===== config.mk =====
export PLATFORM = sky130hd
export DESIGN_NAME = issue_reorder_buffer_flat
export DESIGN_NICKNAME = d
export VERILOG_FILES = /design/src/rtl/issue_reorder_buffer_pkg.sv /design/src/rtl/issue_reorder_buffer_if.sv /design/src/rtl/issue_reorder_hazard.sv /design/src/rtl/issue_reorder_buffer.sv /design/src/flat_wrapper.sv
export SDC_FILE = /design/constraint.sdc
export NUM_CORES = 1
export LEC_CHECK = 0
export CORE_ASPECT_RATIO = 0.75
export CORE_MARGIN = 1.5
export CORE_UTILIZATION = 44
export DETAILED_ROUTE_END_ITERATION = 6
export PLACE_DENSITY = 0.73
export REMOVE_ABC_BUFFERS = 1
export SYNTH_ARGS = -nofsm -noshare
export SYNTH_HDL_FRONTEND = slang
export SYNTH_SLANG_ARGS = --single-unit

===== constraint.sdc =====
create_clock -name clk_i -period 4.4 [get_ports clk_i]
set_input_delay 1.32 -clock clk_i [delete_from_list [all_inputs] [get_ports clk_i]]
set_output_delay 1.32 -clock clk_i [all_outputs]
set_load 0.005 [all_outputs]

===== src/rtl/issue_reorder_buffer_pkg.sv =====
`default_nettype none
// +-----------------------------------------------------------------------------+
// | Module   : issue_reorder_buffer_pkg                                         |
// | Purpose  : Types and helpers shared by the issue reorder queue. Contains     |
// |            the subset of the ariane_pkg scoreboard entry that the queue      |
// |            reads, the functional-unit classes, and the classification        |
// |            helpers used by both the queue and its hazard checker.            |
// | Revision : 1.0  initial release                                             |
// +-----------------------------------------------------------------------------+
package issue_reorder_buffer_pkg;

   localparam int ISSUE_REORDER_DEPTH = 4;

   typedef enum logic [3:0] {
      NONE      = 4'd0,
      LOAD      = 4'd1,
      STORE     = 4'd2,
      ALU       = 4'd3,
      CTRL_FLOW = 4'd4,
      MULT      = 4'd5,
      CSR       = 4'd6,
      FPU       = 4'd7
   } fu_t;

   typedef struct packed {
      logic [31:0] pc;
      fu_t         fu;
      logic [7:0]  op;
      logic [4:0]  rs1;
      logic [4:0]  rs2;
      logic [4:0]  rd;
   } scoreboard_entry_t;

   // Register indices of one entry, the only fields the hazard check needs.
   typedef struct packed {
      logic [4:0] rs1;
      logic [4:0] rs2;
      logic [4:0] rd;
   } reg_use_t;

   function automatic logic is_mem_fu(input fu_t fu);
      return (fu == LOAD) || (fu == STORE);
   endfunction

   // Nothing younger may be issued past a control-flow or CSR instruction.
   function automatic logic is_barrier(input scoreboard_entry_t entry, input logic ctrl);
      return (entry.fu == CTRL_FLOW) || (entry.fu == CSR) || ctrl;
   endfunction

   function automatic reg_use_t regs_of(input scoreboard_entry_t entry);
      reg_use_t r;
      r.rs1 = entry.rs1;
      r.rs2 = entry.rs2;
      r.rd  = entry.rd;
      return r;
   endfunction

   // x0 never creates a dependence.
   function automatic logic reg_clash(input logic [4:0] a, input logic [4:0] b);
      return (a != 5'd0) && (a == b);
   endfunction

endpackage
`default_nettype wire


===== src/rtl/issue_reorder_buffer_if.sv =====
`default_nettype none
// +-----------------------------------------------------------------------------+
// | Module   : issue_reorder_buffer_if                                          |
// | Purpose  : Decode-side and issue-side handshake of the issue reorder queue.  |
// |   flush_i             drop all queued entries                               |
// |   issue_entry_i       incoming decoded instruction (+ valid, ctrl flag)     |
// |   issue_instr_ack_o   upstream accept                                       |
// |   issue_entry_o       selected entry (+ valid, ctrl flag)                   |
// |   issue_instr_ack_i   downstream consumed the selected entry                |
// |   lsu_ready_i         LSU can accept a memory op                            |
// |   slave modport: the queue; master modport: its environment.                |
// | Revision : 1.0  initial release                                             |
// +-----------------------------------------------------------------------------+
interface issue_reorder_buffer_if;
   import issue_reorder_buffer_pkg::*;

   logic              flush_i;
   scoreboard_entry_t issue_entry_i;
   logic              issue_entry_valid_i;
   logic              is_ctrl_flow_i;
   logic              issue_instr_ack_o;
   scoreboard_entry_t issue_entry_o;
   logic              issue_entry_valid_o;
   logic              is_ctrl_flow_o;
   logic              issue_instr_ack_i;
   logic              lsu_ready_i;

   modport slave (
      input  flush_i, issue_entry_i, issue_entry_valid_i, is_ctrl_flow_i,
      input  issue_instr_ack_i, lsu_ready_i,
      output issue_instr_ack_o, issue_entry_o, issue_entry_valid_o, is_ctrl_flow_o
   );

   modport master (
      output flush_i, issue_entry_i, issue_entry_valid_i, is_ctrl_flow_i,
      output issue_instr_ack_i, lsu_ready_i,
      input  issue_instr_ack_o, issue_entry_o, issue_entry_valid_o, is_ctrl_flow_o
   );

endinterface
`default_nettype wire


===== src/rtl/issue_reorder_hazard.sv =====
`default_nettype none
// +-----------------------------------------------------------------------------+
// | Module   : issue_reorder_hazard                                             |
// | Purpose  : Decides whether a candidate entry may be issued ahead of one      |
// |            specific older entry. Purely combinational.                       |
// |   i_cand           register indices of the candidate                        |
// |   i_older          register indices of the older entry                      |
// |   i_older_barrier  older entry is control flow / CSR                        |
// |   o_conflict       candidate must not pass the older entry                  |
// | Revision : 1.0  initial release                                             |
// +-----------------------------------------------------------------------------+
module issue_reorder_hazard
   import issue_reorder_buffer_pkg::*;
(
   input  reg_use_t i_cand,
   input  reg_use_t i_older,
   input  logic     i_older_barrier,
   output logic     o_conflict
);

   // RAW on either source, WAR on either older source, and WAW.
   always_comb begin
      o_conflict = i_older_barrier
                 | reg_clash(i_cand.rs1, i_older.rd)
                 | reg_clash(i_cand.rs2, i_older.rd)
                 | reg_clash(i_cand.rd,  i_older.rs1)
                 | reg_clash(i_cand.rd,  i_older.rs2)
                 | reg_clash(i_cand.rd,  i_older.rd);
   end

endmodule
`default_nettype wire


===== src/rtl/issue_reorder_buffer.sv =====
`default_nettype none
// +-----------------------------------------------------------------------------+
// | Module   : issue_reorder_buffer                                             |
// | Purpose  : Age-ordered issue queue in front of the scoreboard issue port.    |
// |            Issues the oldest entry, except while a LOAD/STORE at the head    |
// |            is blocked by the LSU: then the oldest younger, independent       |
// |            ALU-class entry goes first (at most MAX_BYPASS times in a row).   |
// |   clk_i   clock                                                             |
// |   rst_ni  synchronous active-low reset                                      |
// |   bus     issue_reorder_buffer_if.slave (decode and issue handshakes)       |
// | Option   : `define ISSUE_REORDER_PASSTHROUGH_EN gives zero-latency issue     |
// |            when the queue is empty.                                          |
// | Revision : 1.0  initial release                                             |
// +-----------------------------------------------------------------------------+
module issue_reorder_buffer
   import issue_reorder_buffer_pkg::*;
#(
   parameter int DEPTH      = ISSUE_REORDER_DEPTH,
   parameter int MAX_BYPASS = 3
) (
   input  logic                   clk_i,
   input  logic                   rst_ni,
   issue_reorder_buffer_if.slave  bus
);

   localparam int c_CNT_W = $clog2(DEPTH + 1);
   localparam int c_IDX_W = $clog2(DEPTH);
   localparam int c_BYP_W = $clog2(MAX_BYPASS + 1);
   localparam logic [c_CNT_W-1:0] c_DEPTH   = c_CNT_W'(DEPTH);
   localparam logic [c_BYP_W-1:0] c_MAX_BYP = c_BYP_W'(MAX_BYPASS);

   // Slot 0 is always the oldest; slots at or above r_count are don't-care.
   scoreboard_entry_t    r_slot [DEPTH];
   logic [DEPTH-1:0]     r_ctrl;
   logic [c_CNT_W-1:0]   r_count;
   logic [c_BYP_W-1:0]   r_byp_cnt;

   scoreboard_entry_t    w_slot_nxt [DEPTH];
   logic [DEPTH-1:0]     w_ctrl_nxt;
   logic [c_CNT_W-1:0]   w_count_nxt;
   logic [c_CNT_W-1:0]   w_wpos;
   logic [c_BYP_W-1:0]   w_byp_nxt;
   logic [DEPTH-1:0]     w_conflict [DEPTH];
   logic [c_IDX_W-1:0]   w_sel;
   logic                 w_found;
   logic                 w_bypass_allowed;
   logic                 w_pass;
   logic                 w_ack_o;
   logic                 w_valid_o;
   logic                 w_issue;
   logic                 w_enq;
   logic                 w_deq;

   // One checker per (candidate k, older j) pair with j < k.
   for (genvar k = 0; k < DEPTH; k++) begin : g_cand
      for (genvar j = 0; j < DEPTH; j++) begin : g_older
         if (j < k) begin : g_pair
            issue_reorder_hazard u_hazard (
               .i_cand          (regs_of(r_slot[k])),
               .i_older         (regs_of(r_slot[j])),
               .i_older_barrier (is_barrier(r_slot[j], r_ctrl[j])),
               .o_conflict      (w_conflict[k][j])
            );
         end else begin : g_none
            assign w_conflict[k][j] = 1'b0;
         end
      end
   end

   // Selection: head unless it is a stalled memory op with bypass budget left.
   always_comb begin
      w_bypass_allowed = (r_count != '0) && is_mem_fu(r_slot[0].fu)
                       && !bus.lsu_ready_i && (r_byp_cnt < c_MAX_BYP);
      w_sel   = '0;
      w_found = 1'b0;
      if (w_bypass_allowed) begin
         for (int k = 1; k < DEPTH; k++) begin
            if (!w_found && (c_CNT_W'(k) < r_count)
                && !is_mem_fu(r_slot[k].fu)
                && !is_barrier(r_slot[k], r_ctrl[k])
                && (w_conflict[k] == '0)) begin
               w_sel   = c_IDX_W'(k);
               w_found = 1'b1;
            end
         end
      end
   end

   // Handshakes and outputs; everything is held at zero while in reset.
   always_comb begin
      w_pass                 = 1'b0;
      w_ack_o                = rst_ni && (r_count < c_DEPTH) && !bus.flush_i;
      w_valid_o              = rst_ni && (r_count != '0) && !bus.flush_i;
      bus.issue_entry_o      = rst_ni ? r_slot[w_sel] : '0;
      bus.is_ctrl_flow_o     = rst_ni && r_ctrl[w_sel];
`ifdef ISSUE_REORDER_PASSTHROUGH_EN
      if (rst_ni && (r_count == '0) && !bus.flush_i) begin
         w_pass             = 1'b1;
         w_valid_o          = bus.issue_entry_valid_i;
         bus.issue_entry_o  = bus.issue_entry_i;
         bus.is_ctrl_flow_o = bus.is_ctrl_flow_i;
      end
`endif
      bus.issue_instr_ack_o   = w_ack_o;
      bus.issue_entry_valid_o = w_valid_o;
      w_issue = bus.issue_instr_ack_i && w_valid_o;
      // A pass-through issue consumes the input directly; nothing is stored.
      w_deq   = w_issue && !w_pass;
      w_enq   = bus.issue_entry_valid_i && w_ack_o && !(w_pass && bus.issue_instr_ack_i);
   end

   // Next state: compact over the removed slot, then append behind the survivors.
   always_comb begin
      w_slot_nxt = r_slot;
      w_ctrl_nxt = r_ctrl;
      w_wpos     = r_count - c_CNT_W'(w_deq);
      for (int i = 0; i < DEPTH - 1; i++) begin
         if (w_deq && (c_IDX_W'(i) >= w_sel)) begin
            w_slot_nxt[i] = r_slot[i+1];
            w_ctrl_nxt[i] = r_ctrl[i+1];
         end
      end
      for (int i = 0; i < DEPTH; i++) begin
         if (w_enq && (c_CNT_W'(i) == w_wpos)) begin
            w_slot_nxt[i] = bus.issue_entry_i;
            w_ctrl_nxt[i] = bus.is_ctrl_flow_i;
         end
      end
      w_count_nxt = r_count + c_CNT_W'(w_enq) - c_CNT_W'(w_deq);
      w_byp_nxt   = r_byp_cnt;
      if (w_issue) begin
         if (w_deq && (w_sel != '0)) begin
            if (r_byp_cnt < c_MAX_BYP) begin
               w_byp_nxt = r_byp_cnt + 1'b1;
            end
         end else begin
            w_byp_nxt = '0;
         end
      end
   end

   always_ff @(posedge clk_i) begin
      if (!rst_ni) begin
         for (int i = 0; i < DEPTH; i++) begin
            r_slot[i] <= '0;
         end
         r_ctrl    <= '0;
         r_count   <= '0;
         r_byp_cnt <= '0;
      end else if (bus.flush_i) begin
         r_count   <= '0;
         r_byp_cnt <= '0;
      end else begin
         r_slot    <= w_slot_nxt;
         r_ctrl    <= w_ctrl_nxt;
         r_count   <= w_count_nxt;
         r_byp_cnt <= w_byp_nxt;
      end
   end

endmodule
`default_nettype wire


===== src/flat_wrapper.sv =====
// flat-port wrapper written by rule: the top's interface ports become plain ports
module issue_reorder_buffer_flat import issue_reorder_buffer_pkg::*;
#(
   parameter int DEPTH      = ISSUE_REORDER_DEPTH,
   parameter int MAX_BYPASS = 3
)
  (clk_i, rst_ni, bus_flush_i, bus_issue_entry_i, bus_issue_entry_valid_i, bus_is_ctrl_flow_i, bus_issue_instr_ack_i, bus_lsu_ready_i, bus_issue_instr_ack_o, bus_issue_entry_o, bus_issue_entry_valid_o, bus_is_ctrl_flow_o);
  issue_reorder_buffer_if bus_i ();
  input  logic clk_i;
  input  logic rst_ni;
  input wire logic [$bits(bus_i.flush_i)-1:0] bus_flush_i;
  input wire logic [$bits(bus_i.issue_entry_i)-1:0] bus_issue_entry_i;
  input wire logic [$bits(bus_i.issue_entry_valid_i)-1:0] bus_issue_entry_valid_i;
  input wire logic [$bits(bus_i.is_ctrl_flow_i)-1:0] bus_is_ctrl_flow_i;
  input wire logic [$bits(bus_i.issue_instr_ack_i)-1:0] bus_issue_instr_ack_i;
  input wire logic [$bits(bus_i.lsu_ready_i)-1:0] bus_lsu_ready_i;
  output wire logic [$bits(bus_i.issue_instr_ack_o)-1:0] bus_issue_instr_ack_o;
  output wire logic [$bits(bus_i.issue_entry_o)-1:0] bus_issue_entry_o;
  output wire logic [$bits(bus_i.issue_entry_valid_o)-1:0] bus_issue_entry_valid_o;
  output wire logic [$bits(bus_i.is_ctrl_flow_o)-1:0] bus_is_ctrl_flow_o;
  assign bus_i.flush_i = bus_flush_i;
  assign bus_i.issue_entry_i = bus_issue_entry_i;
  assign bus_i.issue_entry_valid_i = bus_issue_entry_valid_i;
  assign bus_i.is_ctrl_flow_i = bus_is_ctrl_flow_i;
  assign bus_i.issue_instr_ack_i = bus_issue_instr_ack_i;
  assign bus_i.lsu_ready_i = bus_lsu_ready_i;
  assign bus_issue_instr_ack_o = bus_i.issue_instr_ack_o;
  assign bus_issue_entry_o = bus_i.issue_entry_o;
  assign bus_issue_entry_valid_o = bus_i.issue_entry_valid_o;
  assign bus_is_ctrl_flow_o = bus_i.is_ctrl_flow_o;
  issue_reorder_buffer #(.DEPTH(DEPTH), .MAX_BYPASS(MAX_BYPASS)) u_core (.clk_i(clk_i), .rst_ni(rst_ni), .bus(bus_i));
endmodule

==> qor.csv <==
metric;value;unit
outcome;finished with violations;
violations;negative setup slack;
die_area;33100;um^2
finClkSkew;0.0261;ns
root_buffer;clkbuf_16;
num_io_pins;128;
syn_to_final_growth;32.3;%
clock_sink_count;245;
finalMaxSlewViolations;0;
cts.path.max_buffers;3;
first_pass_iters;5;
period_needed;5.07;ns
vias;14100;
multiInputGateArea;8670;um^2
power_leakage;7.98;nW
tightest_slew;0.976;ns
p_total;0.00523;W
cp-start-kind;flip-flop;
clk_pin_slew;0.06;ns
synth_edf_count;0;
ys_top_cells_by_area;dfxtp_1 (35%), mux2i_1 (9.9%), o21ai_0 (7.2%), nand2_1 (7.0%), xnor2_1 (6.5%);
routed_wl;51000;um
antenna_found_initial;2;
grt_pass1_wl;78800;um
syn_area_per_cell;8.33;um^2
final_area;18600;um^2
grt_max_degree;108;
crit_chain;nor3b_2 -> or4_4 -> a211oi_2 -> buf_4 -> o211ai_1 -> o21ba_4 -> buf_6 -> buf_6 -> and3_4 -> buf_6 -> buf_16 -> a22o_1 -> a221o_1 -> buf_2;
fillers;2634;
die_w;210;um
slowest_delay;0.49;ns
cp.required;3.08;ns
max_slew_margin;34.9;%
crit_top_cell;buf_6;
netlist_area;14100;um^2
drtAntennaViolNets;0;
worstHoldStart;u_core.r_byp_cnt[1];
hold_class;reg2reg;
crit_path_max_fanout;6;
drc;0;
setup_slack;-0.667;ns
hold_end;u_core.r_byp_cnt[1];
ys_types;55;
finalNonFillerCells;2309;
seqCellArea;4930;um^2
synthCells;1690;
std_cell_rows;56;
hold_viol;0;
fin_util;59.3;%
powerDensity;281;nW/um^2
ir_drop;0.356;mV
nNetsFinal;1955;
ff2ff_setup_slack;0.95;ns
wl_per_cell;22.1;um
port_buffers;127;
post-synth-top-area-fraction;34.9;%
drive_gt1_share;23.0;%
ff2ff_path_depth;14;
place_hpwl;31800;um
track_usage;30.1;%
numCtsBuffers;27;
first_iter_violations;1527;
clk_latency;0.58;ns
ys_warn_count;0;
ys_seq_area_share;34.9;%
path_class;reg2out;
crit_slowest_cell;or4_4;
h-tree-depth;1;
overflow;0;
ys.flop_type;dfxtp_1;
place.gp.congestion;0.988;
grt_pass1_vias;13600;
hold_depth;2;
fp.dieH;158;um
cts_tree;yes;
setup_viol;59;
timing.final.crit_share;115;%
r2r_end;u_core.r_slot[217];
core_area;31400;um^2
netlist_top_cells_count;nand2_1 (263), dfxtp_1 (245), o21ai_0 (202);
fmax;197;MHz
drv_cap;0;
dpl_cell_area;17000;um^2
rsz0062_at_grt;yes;
yosys.area.top_type;dfxtp_1;
dp_cells;2219;
start_util;44.8;%
synth-seq-cells;245;
endpoint_kind;output port;
synth-async-reset-ratio;0;%
via_per_inst;6.10;
critPathArrivalTime;3.75;ns
yosysMostFrequentCell;nand2_1;
r2r_start;u_core.r_slot[143];
layer usage:
layer	vias to the layer above	share of wire (%)	GRT usage, %	wire [um]
li1	6425	-	-	-
met4	2	2.2	7.81	1120
met3	103	11	7.66	5490
met5	-	0.026	0	13
met2	767	43	46.1	22000
met1	6794	44	42.0	22400
what timing repair did:
item	CTS	global route
hold buffers	0	0
setup buffers	29	12
hold endpoints to repair	0	0
endpoints found under the setup margin	59	80
pin swaps	56	35
gates cloned	8	0
resized for setup	327	61
stage by stage:
stage          TNS [ns]  hold WS (ns)  setup slack [ns]
6_report         -28.47         0.466            -0.667
5_1_grt          -31.65         0.484            -0.696
4_1_cts          -34.09         0.467            -0.715
3_5_place_dp     -98.05         0.456             -1.19
3_3_place_gp     -88.43         0.440             -1.15
2_1_floorplan   -941.38         0.436            -11.46
power by group:
| part | internal [W] | switching (W) | total [W] |
|---|---|---|---|
| Clock | 0.00135 | 0.00102 | 0.00237 |
| Combinational | 0.000282 | 0.000281 | 0.000563 |
| Sequential | 0.00226 | 0.0000403 | 0.00230 |
final cells by class:
cell class	instances	share of cell area, %
flip-flops and latches	245	26.5
repair buffers	364	19.1
multi-input cells	1234	46.6
clock buffers	41	4.40
diodes	1	0.0134
inverters	9	0.181
well taps	406	2.73
clock inverters	9	0.511
critical path: cells and delay by family (launching register included):
kind	cells	cell delay [ns]
AOI/OAI and AO/OA	5	1.19
buffers and inverters	6	0.83
DFF	1	0.32
and+or+nand+nor	3	0.84
how the worst max path moves through the flow:
stage,cells past startpoint,slack [ns],start,end
6_report,14,-0.67,u_core.r_slot[143],bus_issue_entry_o[20]
5_1_grt,14,-0.70,u_core.r_slot[143],bus_issue_entry_o[20]
4_1_cts,14,-0.72,u_core.r_slot[143],bus_issue_entry_o[17]
3_5_place_dp,9,-1.19,bus_lsu_ready_i,bus_issue_entry_o[58]
3_3_place_gp,9,-1.15,bus_lsu_ready_i,bus_issue_entry_o[45]
2_1_floorplan,10,-11.46,bus_flush_i,u_core.r_ctrl[0]
state kept, by name, summed over array words and instances (netlist names):
signal            count
u_core.r_slot       236
u_core.r_count        3
u_core.r_byp_cnt      2
u_core.r_ctrl         4
logic make-up after synthesis:
| family | after synthesis | synth area share, % |
|---|---|---|
| xor gates and xnor gates | 153 | 9.52 |
| muxes | 140 | 9.99 |
| AOI/OAI and AO/OA | 563 | 27.2 |
| DFF | 245 | 34.9 |
| adders and majority gates | 8 | 0.765 |
| buffers and inverters | 211 | 6.37 |
| and+or+nand+nor | 370 | 11.3 |
placed cells by master, fill, tap and decap left out, types with 26 or more instances in the layout:
master,netlist,final
dfxtp_1,245,234
a22o_1,31,29
o211a_1,59,59
buf_4,7,157
buf_2,44,48
a221o_1,31,31
a21oi_1,63,63
a31oi_1,63,61
buf_6,2,26
nand3_1,30,27
xor2_1,49,49
clkbuf_16,0,27
mux2i_1,139,133
a21boi_0,60,60
xnor2_1,104,104
nand2_1,263,259
buf_12,0,40
o21ai_0,202,181
clkdlybuf4s50_1,0,66
No activity file was read; power rests on OpenSTA's default activity.
